--- src/rtl/filter_out_serializer.sv ---
// filter_out_serializer
// Output end of the 3-parallel FIR datapath. Each 3-lane word from the filter
// goes into a small FIFO and leaves as one sample per cycle under a VOUT/RDY
// handshake. DOUT and VOUT are registers loaded from the next-state values, so
// no input reaches them through combinational logic.

module filter_out_serializer #(
    parameter int NB    = 8,
    parameter int DEPTH = 4
) (
    input  logic                     CLK,
    input  logic                     RST,
    input  logic [NB-1:0]            DIN0,
    input  logic [NB-1:0]            DIN1,
    input  logic [NB-1:0]            DIN2,
    input  logic                     VIN,
    output logic [NB-1:0]            DOUT,
    output logic                     VOUT,
    input  logic                     RDY,
    output logic [$clog2(DEPTH):0]   LEVEL,
    output logic                     OVF
);

    localparam int AW = $clog2(DEPTH);
    localparam int LW = AW + 1;
    localparam int WW = 3 * NB;

    localparam logic [AW-1:0] PTR_ONE   = AW'(1);
    localparam logic [LW-1:0] LVL_ONE   = LW'(1);
    localparam logic [LW-1:0] LVL_ZERO  = LW'(0);
    localparam logic [LW-1:0] LVL_DEPTH = LW'(DEPTH);

    // Lane 0 is the oldest sample and sits in the top bits of a stored word.
    function automatic logic [NB-1:0] lane_sel(input logic [WW-1:0] word,
                                               input logic [1:0]    lane);
        logic [NB-1:0] sample;
        case (lane)
            2'd0:    sample = word[WW-1:2*NB];
            2'd1:    sample = word[2*NB-1:NB];
            2'd2:    sample = word[NB-1:0];
            default: sample = {NB{1'b0}};
        endcase
        return sample;
    endfunction

    // Registered state
    logic [WW-1:0]  mem_r [DEPTH];
    logic [AW-1:0]  rd_ptr_r;
    logic [AW-1:0]  wr_ptr_r;
    logic [1:0]     lane_r;
    logic [LW-1:0]  level_r;
    logic           ovf_r;
    logic [NB-1:0]  dout_r;
    logic           vout_r;

    // Next-state signals
    logic [WW-1:0]  din_word_s;
    logic           xfer_s;
    logic           pop_s;
    logic           push_ok_s;
    logic           drop_s;
    logic [LW-1:0]  level_nxt_s;
    logic [AW-1:0]  rd_ptr_nxt_s;
    logic [AW-1:0]  wr_ptr_nxt_s;
    logic [1:0]     lane_nxt_s;
    logic [WW-1:0]  head_word_nxt_s;
    logic [NB-1:0]  dout_nxt_s;

    assign din_word_s = {DIN0, DIN1, DIN2};

    // Handshake, push acceptance and pointer/level/lane next-state
    always_comb begin
        xfer_s       = vout_r & RDY;
        pop_s        = xfer_s & (lane_r == 2'd2);
        // A full FIFO still accepts when the head word leaves on the same edge.
        push_ok_s    = VIN & ((level_r < LVL_DEPTH) | pop_s);
        drop_s       = VIN & ~push_ok_s;

        case ({push_ok_s, pop_s})
            2'b10:   level_nxt_s = level_r + LVL_ONE;
            2'b01:   level_nxt_s = level_r - LVL_ONE;
            default: level_nxt_s = level_r;
        endcase

        if (pop_s) begin
            rd_ptr_nxt_s = rd_ptr_r + PTR_ONE;
        end else begin
            rd_ptr_nxt_s = rd_ptr_r;
        end

        if (push_ok_s) begin
            wr_ptr_nxt_s = wr_ptr_r + PTR_ONE;
        end else begin
            wr_ptr_nxt_s = wr_ptr_r;
        end

        if (xfer_s) begin
            if (lane_r == 2'd2) begin
                lane_nxt_s = 2'd0;
            end else begin
                lane_nxt_s = lane_r + 2'd1;
            end
        end else begin
            lane_nxt_s = lane_r;
        end
    end

    // Head word and output sample as they will be after this edge; an incoming
    // word that becomes the only entry is not in memory yet, so bypass it.
    always_comb begin
        if (push_ok_s && (wr_ptr_r == rd_ptr_nxt_s)) begin
            head_word_nxt_s = din_word_s;
        end else begin
            head_word_nxt_s = mem_r[rd_ptr_nxt_s];
        end

        if (level_nxt_s != LVL_ZERO) begin
            dout_nxt_s = lane_sel(head_word_nxt_s, lane_nxt_s);
        end else begin
            dout_nxt_s = {NB{1'b0}};
        end
    end

    // FIFO storage; cleared on reset so DOUT can never expose stale data
    always_ff @(posedge CLK) begin
        if (RST) begin
            for (int i = 0; i < DEPTH; i++) begin
                mem_r[i] <= {WW{1'b0}};
            end
        end else if (push_ok_s) begin
            mem_r[wr_ptr_r] <= din_word_s;
        end
    end

    // Pointers, lane counter, level, sticky overflow and output registers
    always_ff @(posedge CLK) begin
        if (RST) begin
            rd_ptr_r <= {AW{1'b0}};
            wr_ptr_r <= {AW{1'b0}};
            lane_r   <= 2'd0;
            level_r  <= LVL_ZERO;
            ovf_r    <= 1'b0;
            dout_r   <= {NB{1'b0}};
            vout_r   <= 1'b0;
        end else begin
            rd_ptr_r <= rd_ptr_nxt_s;
            wr_ptr_r <= wr_ptr_nxt_s;
            lane_r   <= lane_nxt_s;
            level_r  <= level_nxt_s;
            ovf_r    <= ovf_r | drop_s;
            dout_r   <= dout_nxt_s;
            vout_r   <= (level_nxt_s != LVL_ZERO);
        end
    end

    assign DOUT  = dout_r;
    assign VOUT  = vout_r;
    assign LEVEL = level_r;
    assign OVF   = ovf_r;

endmodule

--- config.mk ---
export PLATFORM = sky130hd
export DESIGN_NAME = filter_out_serializer
export DESIGN_NICKNAME = d
export VERILOG_FILES = /design/src/rtl/filter_out_serializer.sv
export SDC_FILE = /design/constraint.sdc
export NUM_CORES = 1
export LEC_CHECK = 0
export CAP_MARGIN = 15
export CORE_UTILIZATION = 60
export CTS_BUF_LIST = sky130_fd_sc_hd__clkbuf_8
export DETAILED_ROUTE_END_ITERATION = 10
export PLACE_DENSITY = 0.81
export SLEW_MARGIN = 20
export SYNTH_ARGS = -nofsm -noshare
export SYNTH_HDL_FRONTEND = slang
export SYNTH_SLANG_ARGS = --single-unit
--- constraint.sdc ---
create_clock -name CLK -period 3.2 [get_ports CLK]
set_input_delay 0.64 -clock CLK [delete_from_list [all_inputs] [get_ports CLK]]
set_output_delay 0.64 -clock CLK [all_outputs]
set_load 0.01 [all_outputs]
### Word-level counts from Yosys, hierarchy flattened

Memories as Yosys holds them, arrays and structs flattened.
Index checks and enable logic that the tools add are counted.

| cells by class | value |
|---|---|
| divide/modulo/power cells | 0 |
| add/subtract/negate cells | 5 |
| equality and inequality tests | 6 |
| multiplexer cells | 14 |
| shift operators | 0 |
| multiply operators | 0 |
| bitwise logic cells | 8 |
| reductions and logical operators | 5 |
| order comparisons | 1 |

Operator list:

| cell | count |
|---|---|
| $mux W24 | 2 |
| $pmux W8 S3 | 1 |
| $reduce_or A24 Y1 | 1 |
| $mux W2 | 4 |
| $add A2 B1 Y2 const B | 3 |
| $eq A2 B2 Y1 const B | 3 |
| $mux W1 | 6 |
| $pmux W3 S2 | 1 |
| $and A1 B1 Y1 | 4 |
| $eq A2 B1 Y1 const B | 2 |
| $add A3 B1 Y3 const B | 1 |
| $lt A3 B3 Y1 const B | 1 |
| $reduce_bool A3 Y1 | 1 |
| $sub A3 B1 Y3 const B | 1 |
| $eq A2 B2 Y1 | 1 |
| $logic_not A2 Y1 | 1 |
| $not A1 Y1 | 2 |
| $or A1 B1 Y1 | 2 |
| $reduce_or A2 Y1 | 1 |
| $logic_and A1 B1 Y1 | 1 |

| word-level totals | value |
|---|---|
| bits in registers | 19 |
| bits in latches | 0 |
| bits of input ports | 28 |
| memories | 1 |
| bits in writable memories | 96 |
| output and inout bits | 13 |
| word-level logic and storage cells | 47 |
| memory bits (read-only) | 0 |

Memory list:

| memory | depth | bits a word | rd ports | clocked after Yosys merged registers in | write ports | RTL line | source |
|---|---|---|---|---|---|---|---|
| mem_r | 4 | 24 | 1 | 0 | 4 | 47 | `logic [WW-1:0] mem_r [DEPTH];` |

### Longest topological paths before layout

Gate-level depths: netlist of the first run.

| logic depth | value |
|---|---|
| depth after elaboration | 9 |
| gate-level depth with buffers | 12 |

### Worst setup path after synthesis of the first run

No wires, ideal clock.

| timing path | value |
|---|---|
| kind | input to register |
| start | in RDY |
| end | reg dout_r[5], in the netlist DOUT[5] |
| required time | 3,108 ps |
| path slack | 276 ps |
| cell stages on the path | 11 |
| arrival | 2,833 ps |
| path buffers | 0 |
| cell sequence | nand4b_4 a21boi_2 inv_2 ha_1 fa_1 xnor2_1 nor2_1 xnor2_1 a21oi_1 o21ai_0 a311oi_1 |

| between the ends | value |
|---|---|
| longest elaborated chain between the ends | 9 |
| elaborated cells between the ends (all ways) | 20 |

Ends and longest elaborated chain:

| what | RTL line | source |
|---|---|---|
| start, declared | 19 | `input logic RDY,` |
| $and A1 B1 Y1 (*) | 73 | `xfer_s = vout_r & RDY;` |
| $and A1 B1 Y1 | 74 | `pop_s = xfer_s & (lane_r == 2'd2);` |
| $or A1 B1 Y1 | 76 | `push_ok_s = VIN & ((level_r < LVL_DEPTH) \| pop_s);` |
| $and A1 B1 Y1 | 76 |  |
| $eq A2 B1 Y1 or $eq A2 B2 Y1 (tied branches) | 79 | `case ({push_ok_s, pop_s})` |
| $pmux W3 S2 | 79 |  |
| $reduce_bool A3 Y1 | 117 | `if (level_nxt_s != LVL_ZERO) begin` |
| $not A1 Y1 (no line) | - |  |
| $reduce_or A2 Y1 (no line) | - |  |
| end signal, assigned | 143 | `dout_r <= {NB{1'b0}};` |
| end signal, assigned | 151 | `dout_r <= dout_nxt_s;` |
| end, declared | 53 | `logic [NB-1:0] dout_r;` |

Every way passes the cells marked *; elsewhere a longest branch is shown, timed or not.
A chain may end at the register's enable or synchronous reset.

### Worst setup path in the final report of the first run

| timing path | value |
|---|---|
| start | in RDY |
| end | reg dout_r[3], in the netlist DOUT[3] |

Same word-level chain as after synthesis.

==> out/results.tsv, run 1 <==
stage	metric	value	unit
outcome	status	completed	
clock_tree	cts.reportedPaths.clkPinSlew	0.06	ns
finish	regArea	3260	um^2
power	powerDensity	525	nW/um^2
drt	via_count	4376	
timing	worst_pin_slew	0.814	ns
finish	multi_input_area	2490	um^2
floorplan	pin_count	41	
floorplan	die_y	102	um
timing	max_freq	0.347	GHz
finish	fill_cells	701	
place	place_ws	-0.126	ns
synth	syn_area	6010	um^2
drt	ant_nets	0	
setup_path	crit_path_end_kind	flip-flop	
floorplan	die_area	10400	um^2
timing	post-route-period-util	90.1	%
clock_tree	cts_hold_buf	0	
setup_path	worst_setup_path_start_kind	input port	
hold_path	hp-class	reg2reg	
place	gp_congestion	0.917	
floorplan	initial_utilization	61.8	%
grt	overflow	0	
synth	syn_area_per_cell	11.8	um^2
drt	drtIter0Drc	471	
power	peakVddDrop	0.340	mV
timing	maxSlewViolCount	0	
timing	period_minus_slack	2.88	ns
drt	wire_per_inst	21.5	um
timing	clock_skew	0.00919	ns
clock_tree	clockBufferDepth	2	
drt	dr.pass1.iters	5	
run	cap_violations	0	
grt	grt_pass1_wl	23400	um
setup_path	arrival	3.25	ns
clock_tree	insertion_delay	0.45	ns
clock_tree	ctsResizeCount	0	
drt	viasPerCell	6.18	
setup_path	crit_required	3.56	ns
power	finalPower	0.00372	W
place	place_hpwl	10300	um
synth	yosys_most_used_dff	edfxtp_1	
clock_tree	cts_tree	done	
synth	synth_nets	540	
grt	grt_antenna_before_repair	0	
floorplan	die_w	102	um
synth	synth-async-reset-ratio	0	%
place	port-buffer-count	40	
drt	wl	15200	um
synth	synth_cell_type_count	55	
grt	gr-usage-all-layers	32.1	%
clock_tree	post-cts-setup-buffer-count	0	
timing	setup_viol	0	
power	leakagePower	2.72	nW
drt	drc	0	
timing	fin_ws	0.315	ns
timing	finalHoldViolations	0	
finish	layout.nets	592	
synth	yosysWarningCount	0	
setup_path	r2r_cells	12	
finish	diodes	0	
finish	final_util	72.8	%
finish	drive_above_1_share	19.1	%
synth	synth-edff-count	96	
clock_tree	numCtsBuffers	17	
clock_tree	htreeDepth	4	
clock_tree	cts.sinks	115	
floorplan	num_rows	36	
grt	grt_pass1_vias	4200	
timing	maxSlewHeadroom	45.8	%
finish	syn_to_final_growth	17.8	%
hold_path	whs_path_depth	2	
floorplan	core	9730	um^2
synth	syn_inst	510	
synth	seq_area_frac_synth	54.3	%
timing	rsz0062_at_grt	false	
grt	grt_max_degree	31	
setup_path	critPathKind	in2reg	
synth	ys_seq_elements	115	
setup_path	crit_fanout	7	
clock_tree	cts-root-buf	clkbuf_8	
[per-layer routing]
layer,global-route usage (%),vias to the layer above,wire length (um)
met1,45.1,2115,6380
met3,9.30,28,1370
li1,-,1999,-
met5,0,-,0
met4,13.4,0,406
met2,47.1,234,7070
[per-stage QoR]
stage	std cells	TNS, ns	area, um^2	hold slack (ns)
2_1_floorplan	510	0	6010	0.505
3_3_place_gp	676	-0.0135	6670	0.446
3_5_place_dp	676	-0.780	6670	0.473
4_1_cts	708	0	7080	0.508
5_1_grt	708	0	7080	0.543
6_report	708	0	7080	0.496
[layout by cell type, fill, tap and decap left out, types with 3 or more instances in the layout]
cell / count
bufinv_16: 4
dfxtp_1: 18
a311oi_1: 8
mux2i_1: 23
and2_1: 26
and3_1: 7
nand2_1: 53
a31oi_1: 3
o21ai_0: 11
o21a_1: 6
mux2_2: 12
a211oi_1: 16
a2111oi_2: 6
a21oi_1: 9
xnor2_1: 5
mux4_2: 18
edfxtp_1: 96
buf_4: 27
nor2_1: 57
o31ai_1: 6
inv_1: 31
o22ai_1: 7
clkdlybuf4s50_1: 40
a22o_1: 7
nor3_1: 11
nand2b_1: 4
clkbuf_8: 17
a32oi_1: 6
[final timing paths]
path                            startpoint       to  slack [ns]
worst max-delay path                   RDY  DOUT[3]        0.32
worst min-delay path                   OVF      OVF        0.50
worst min register to register         OVF      OVF        0.50
worst max register to register        VOUT  DOUT[3]        0.68
[layout make-up]
type | count | area share, %
well taps | 133 | 2.35
flip-flops and latches | 115 | 46.1
inverters | 28 | 1.48
multi-input cells | 331 | 35.2
clock inverters | 15 | 2.49
clock buffers | 17 | 3.31
repair buffers | 69 | 9.08
[synth_stat cells (4+ instances only)]
library cell	number	area share [%]
o22ai_1	7	0.73
o21ai_0	11	0.92
a22o_1	7	1.0
nor2_1	57	3.6
a2111oi_2	6	1.5
nor3_1	11	0.92
o31ai_1	6	0.75
dfxtp_1	19	6.3
xnor2_1	5	0.73
and2_1	26	2.7
a211oi_1	16	2.0
o21a_1	6	0.75
a311oi_1	8	1.2
mux2_2	12	2.2
clkbuf_1	22	1.4
edfxtp_1	96	48
buf_2	10	0.83
inv_1	26	1.6
and3_1	7	0.73
a21oi_1	9	0.75
mux2i_1	23	3.8
a32oi_1	6	0.87
nand2b_1	4	0.42
mux4_2	18	6.7
nand2_1	53	3.3
[flip-flops by register name, summed over array words and instances (netlist names)]
| register | count |
|---|---|
| mem_r | 96 |
| DOUT | 8 |
| LEVEL | 3 |
| lane_r | 2 |
| rd_ptr_r | 2 |
| wr_ptr_r | 2 |
| OVF | 1 |
| VOUT | 1 |
[critical path: stages]
cell	delay (ns)
clkdlybuf4s50_1	0.56
nand4b_4	0.13
a21boi_2	0.18
inv_2	0.05
ha_1	0.22
fa_1	0.38
xnor2_1	0.16
nor2_1	0.07
xnor2_1	0.13
a21oi_1	0.18
o21ai_0	0.16
buf_4	0.19
nor3_1	0.19
[where the power goes]
| part | leakage (nW) | internal, W | switching (W) | total (W) |
|---|---|---|---|---|
| Clock | 0.219 | 0.000828 | 0.000582 | 0.00141 |
| Sequential | 1.16 | 0.00174 | 0.0000474 | 0.00178 |
| Combinational | 1.35 | 0.000229 | 0.000297 | 0.000526 |
[cell families after synthesis]
logic type,share of synthesized area [%]
muxes,12.8
adders and majority gates,0.541
AOI/OAI and AO/OA,13.0
buffers and inverters,4.39
DFF,54.3
xor gates and xnor gates,1.02
and+or+nand+nor,14.0
Note: power is estimated with default switching activity, not from simulation.
==> inputs of run 2 (changes only) <==
--- a/config.mk
+++ b/config.mk
@@ -8,6 +8,7 @@
 export CAP_MARGIN = 15
 export CORE_UTILIZATION = 60
 export CTS_BUF_LIST = sky130_fd_sc_hd__clkbuf_8
+export CTS_CLUSTER_DIAMETER = 60
 export DETAILED_ROUTE_END_ITERATION = 10
 export PLACE_DENSITY = 0.81
 export SLEW_MARGIN = 20
==> results of run 2 <==
No change in the layout: final DEF, timing and power equal those of run 1.
==> inputs of run 3 (changes only) <==
--- a/config.mk
+++ b/config.mk
@@ -9,8 +9,10 @@
 export CORE_UTILIZATION = 60
 export CTS_BUF_LIST = sky130_fd_sc_hd__clkbuf_8
 export CTS_CLUSTER_DIAMETER = 60
+export CTS_CLUSTER_SIZE = 20
 export DETAILED_ROUTE_END_ITERATION = 10
 export PLACE_DENSITY = 0.81
+export REMOVE_ABC_BUFFERS = 1
 export SLEW_MARGIN = 20
 export SYNTH_ARGS = -nofsm -noshare
 export SYNTH_HDL_FRONTEND = slang
==> out/results.tsv, run 3 (synthesis results as in run 1) <==
stage	metric	value	unit	change
power	clockPowerShare	35.4	%	-2.5 points
setup_path	reg2reg_to	DOUT[0]		
grt	grt_max_degree	31		unchanged
drt	wire_per_inst	20.7	um	-3.7%
drt	viasPerCell	6.17		-0.17%
power	power.switching	0.000891	W	-3.9%
finish	diodes	0		unchanged
drt	via_count	4387		+0.25%
floorplan	die_y	102	um	unchanged
drt	drtIter0Drc	385		-18%
finish	syn_to_final_growth	17.3	%	
finish	fin_cells	711		+0.42%
timing	post-route-period-util	89.3	%	-0.89 points
power	powerDensity	506	nW/um^2	-3.8%
finish	largest_register_ffs	96		unchanged
setup_path	worst_setup_path_start_kind	input port		
finish	top_register	mem_r		
timing	maxSlewHeadroom	41.2	%	-4.6 points
setup_path	r2r_slack	0.56	ns	-0.12 ns
drt	dr.pass1.iters	7		+2
finish	final_util	72.5	%	-0.31 points
clock_tree	cts_tree	done		
clock_tree	numCtsBuffers	17		unchanged
clock_tree	post-cts-setup-buffer-count	0		unchanged
hold_path	whs_path_depth	2		unchanged
power	internal_power	0.00267	W	-4.3%
timing	period_minus_slack	2.86	ns	-0.0285 ns
place	port-buffer-count	40		unchanged
clock_tree	insertion_delay	0.44	ns	about the same
power	peakVddDrop	0.327	mV	-3.6%
place	place_hpwl	9880	um	-4.0%
finish	final_common_cell	edfxtp_1		
finish	layout.nets	595		+0.51%
grt	gr-usage-all-layers	30.7	%	-1.5 points
clock_tree	cts-root-buf	clkbuf_8		
floorplan	num_rows	36		unchanged
setup_path	r2r_cells	12		unchanged
timing	tns	0	ns	unchanged
setup_path	arrival	3.20	ns	-0.05 ns
drt	wl	14700	um	-3.3%
timing	clock_skew	0.0131	ns	+0.00389 ns
drt	ant_nets	0		unchanged
floorplan	die_w	102	um	unchanged
grt	grt_antenna_before_repair	0		unchanged
power	leakagePower	2.74	nW	+0.48%
hold_path	hp-class	reg2reg		
grt	grt_pass1_wl	23000	um	-1.5%
floorplan	initial_utilization	61.8	%	unchanged
drt	drc	0		unchanged
finish	final_cell_mix	edfxtp_1, nor2_1, nand2_1		
power	pwr-share-seq	50.2	%	+2.2 points
clock_tree	clockBufferDepth	2		unchanged
setup_path	crit_required	3.55	ns	about the same
place	dpl.cell_count	679		+0.44%
place	place_ws	-0.347	ns	-0.222 ns
finish	drive_above_1_share	19.4	%	+0.25 points
grt	overflow	0		unchanged
timing	setup_viol	0		unchanged
timing	rsz0062_at_grt	false		
power	finalPower	0.00356	W	-4.2%
floorplan	die_area	10400	um^2	unchanged
clock_tree	htreeDepth	4		unchanged
outcome	status	completed		
floorplan	pin_count	41		unchanged
timing	maxSlewViolCount	0		unchanged
timing	worst_pin_slew	0.877	ns	+0.0634 ns
clock_tree	cts.sinks	115		unchanged
setup_path	crit_fanout	6		-1
floorplan	core	9730	um^2	unchanged
timing	finalHoldViolations	0		unchanged
timing	max_freq	0.350	GHz	+1.0%
power	switching_share	25.0	%	+0.074 points
hold_path	hp-start	OVF		
setup_path	crit_path_end_kind	flip-flop		
timing	fin_ws	0.344	ns	+0.0285 ns
setup_path	critPathKind	in2reg		
clock_tree	cts.reportedPaths.clkPinSlew	0.06	ns	about the same
setup_path	rr_startpoint	lane_r[1]		
power	combPwrFrac	14.4	%	+0.3 points
place	gp_congestion	0.875		-4.5%
grt	grt_pass1_vias	4397		+4.7%
run	cap_violations	0		unchanged
hold_path	min_to	OVF		
[run 3: cell types whose count changed in the layout (fill, tap and decap cells not counted)]
cell / delta
dlymetal6s2s_1: +1
clkbuf_8: +2
clkinvlp_4: -2
buf_12: -1
o21ai_0: -1
buf_4: +4
inv_1: +1
clkinv_2: +2
clkdlybuf4s50_1: -1
bufinv_16: -2
clkinv_4: -1
o21ai_1: +1
[run 3: worst max-delay path, cell delays in order]
cell             delay (ns)
clkdlybuf4s50_1        0.50
a21boi_2               0.21
inv_2                  0.06
ha_1                   0.22
fa_1                   0.38
xnor2_1                0.17
nor2_1                 0.08
xnor2_1                0.16
a21oi_1                0.21
o21ai_1                0.17
buf_4                  0.19
nor3_1                 0.20
[run 3: what timing repair did]
item / in CTS / in global routing
hold buffers: 0 / 0
resized for setup: 0 / 2
setup endpoints to repair: 0 / 7
[run 3: power by group through the flow]
stage	registers [W]	logic (W)	clock network, W
finish	0.00179	0.000515	0.00126
global route	0.00180	0.000551	0.00134
CTS	0.00179	0.000511	0.00127
detailed placement	0.00182	0.000509	0
global placement	0.00181	0.000495	0
floorplan	0.00182	0.000273	0
[run 3: stage by stage]
| step | area, um^2 | hold WS, ns |
|---|---|---|
| floorplan | 5850 | 0.505 |
| global placement | 6680 | 0.451 |
| detailed placement | 6680 | 0.458 |
| CTS | 7050 | 0.472 |
| global route | 7050 | 0.538 |
| finish | 7050 | 0.474 |
[run 3: worst max-delay path by stage]
stage,cells past startpoint,to,start
after floorplan,11,DOUT[5],lane_r[1]
after global placement,13,DOUT[3],RDY
after detailed placement,13,DOUT[0],RDY
after CTS,13,DOUT[0],RDY
after global routing,12,DOUT[7],VIN
final,12,DOUT[0],VIN
[run 3: layout make-up]
class | count | area [um^2]
Multi-Input combinational cell | 331 | 2490
Tap cell | 133 | 166
Timing Repair Buffer | 72 | 656
Sequential cell | 115 | 3260
Inverter | 28 | 105
Fill cell | 703 | 2680
Clock inverter | 13 | 106
Clock buffer | 19 | 262
[run 3: layer usage]
metal  GRT usage [%]  wire (um)  vias up
li1                -          -     2004
met1            39.6       5980     2143
met2            50.5       7390      206
met3            6.02       1050       34
met4            13.5        305        0
met5               0          0        -
==> patch: new RTL, config.mk and constraints of run 1 <==
Reset style: asynchronous (`RST`), changed in 2 clocked blocks.
--- a/src/rtl/filter_out_serializer.sv
+++ b/src/rtl/filter_out_serializer.sv
@@ -124,3 +124,3 @@
     // FIFO storage; cleared on reset so DOUT can never expose stale data
-    always_ff @(posedge CLK) begin
+    always_ff @(posedge CLK or posedge RST) begin
         if (RST) begin
@@ -135,3 +135,3 @@
     // Pointers, lane counter, level, sticky overflow and output registers
-    always_ff @(posedge CLK) begin
+    always_ff @(posedge CLK or posedge RST) begin
         if (RST) begin
Function: differs if RST is asserted again (counterexample within 4 cycles, from zero or initial values and one cycle with RST high); with RST held inactive, the same outputs for 4 cycles.
==> patch against run 1 <==
- final area is 5.7% lower
- first-iteration DRC count is 25% lower
- fmax is 2.9% lower
- global-route usage is 1.1 points lower
- via count is 5.4% lower
- critical path depth is 1 lower
- worst setup slack worse by 0.085 ns
- count of clock-buffer cells in the layout is 1 higher
- sequential cell count stayed put
- clock skew is 0.00061 ns higher
- sequential share of layout area is 3.0 points lower
- area after synthesis is 6.7% lower
- routed wire length is 8.8% lower
- critical endpoint is now DOUT[5]$_DFF_PP0_
Power is not compared: it rests on default switching activity, and its combinational part moved more than twofold at a synthesized area within 25%.
==> patch: results (changes against run 1) <==
* Clk_skew at 0.00980 ns (was 0.00919 ns)
* Asr flop ratio synth at 100% (was 0%)
* Met2 Wirelength at 6.87 mm (was 7.07 mm)
* Share of layout cells above drive strength 1 at 35.2% (was 19.1%)
* Routed wl met3 at 1.08 mm (was 1.37 mm)
* Hold Crit Start: OVF$_DFF_PP0_ (was OVF$_SDFF_PP0_)
* CP max stage delay at 0.53 ns (was 0.56 ns)
* CP arrival at 3.28 ns (was 3.25 ns)
* R2R cell count at 11 (was 12)
* Post-synthesis sequential area ratio at 51.3% (was 54.3%)
* Commonest cells post-synth: mux2_2, dfrtp_1, nand2_1 (was edfxtp_1, nor2_1, nand2_1)
* Detailed Routing Iterations Pass 1 at 6 (was 5)
* Delay-heaviest family, CP: compound AO/OA/AOI/OAI gates (was buffers and inverters)
* Clk_lat worst skew at 0.43 ns (was 0.45 ns)
* R2R Path Start: VOUT$_DFF_PP0_ (was VOUT$_SDFF_PP0_)
* Library cells used by synthesis at 50 (was 55)
* Placed inst area at 6240 sq um (was 6670 sq um)
* Met3 GRT Util at 8.51% (was 9.30%)
* Rel. slew slack at 36.5% (was 45.8%)
* CP Max Fanout at 6 (was 7)
* Net Count, Synth at 486 (was 540)
* DPL Wire Length at 9.06 mm (was 10.3 mm)
* Via-to-Cell Ratio at 6.59 (was 6.18)
* Hold path cells at 1 (was 2)
* Iter 0 DRT Violations at 352 (was 471)
* Final WL at 13.9 mm (was 15.2 mm)
* Largest net degree at the start of global routing at 56 (was 31)
* Hold Path End: OVF$_DFF_PP0_ (was OVF$_SDFF_PP0_)
* Met1 wire length at 5.65 mm (was 6.38 mm)
* Minimum clock period after layout at 2.97 ns (was 2.88 ns)
* Vias in the first global route at 4302 (was 4200)
* Xor/xnor share of the synthesized area at 1.43% (was 1.02%)
* R2R setup slack at 0.38 ns (was 0.68 ns)
* GRT Util Overall at 31.0% (was 32.1%)
* Status: complete, no violations (unchanged)
* Met2 usage at 49.3% (was 47.1%)
* Fin nets at 541 (was 592)
* Placer Congestion at 0.821 (was 0.917)
* Adder-cell share of the synthesized area at 1.47% (was 0.541%)
* Dominant cells by area after synthesis: dfrtp_1, mux2_2, o221ai_1, o21ai_0, nand2_1 (was edfxtp_1, mux4_2, dfxtp_1, mux2i_1, nor2_1)
* First-pass GRT wire length at 22.5 mm (was 23.4 mm)
* Pre-CTS WS at -0.131 ns (was -0.126 ns)
* Grt met1 use at 41.3% (was 45.1%)
[patch: report_power, final]
group,switching [uW],internal (uW),leakage (uW)
Combinational,1730,1720,0.00126
Sequential,448,2200,0.00138
Clock,606,864,0.000212
Total,2780,4780,0.00285
[patch: metrics by stage]
stage	hold slack (ns)	setup TNS (ns)	instances	util [%]
CTS	0.477	0	628	75.1
detailed placement	0.462	-0.724	596	70.2
global route	0.493	0	628	75.1
global placement	0.452	-0.144	596	70.2
floorplan	0.444	0	452	-
finish	0.478	0	628	75.1
[patch: cells by family (layout without fill, tap and decap cells)]
family,count (synthesis),in the layout
adders and majority gates,6,6
AOI/OAI and AO/OA,99,99
DFF,115,115
xor gates and xnor gates,7,7
and+or+nand+nor,58,58
muxes,121,121
buffers and inverters,46,114
[patch: area by class of cell]
class	instances	area, sq um
clock buffer	18	248
clock inverter	14	186
fill	549	2220
inverter	18	73.8
multi-input combinational	291	2540
sequential	115	2880
tap	108	135
timing repair buffer	64	618
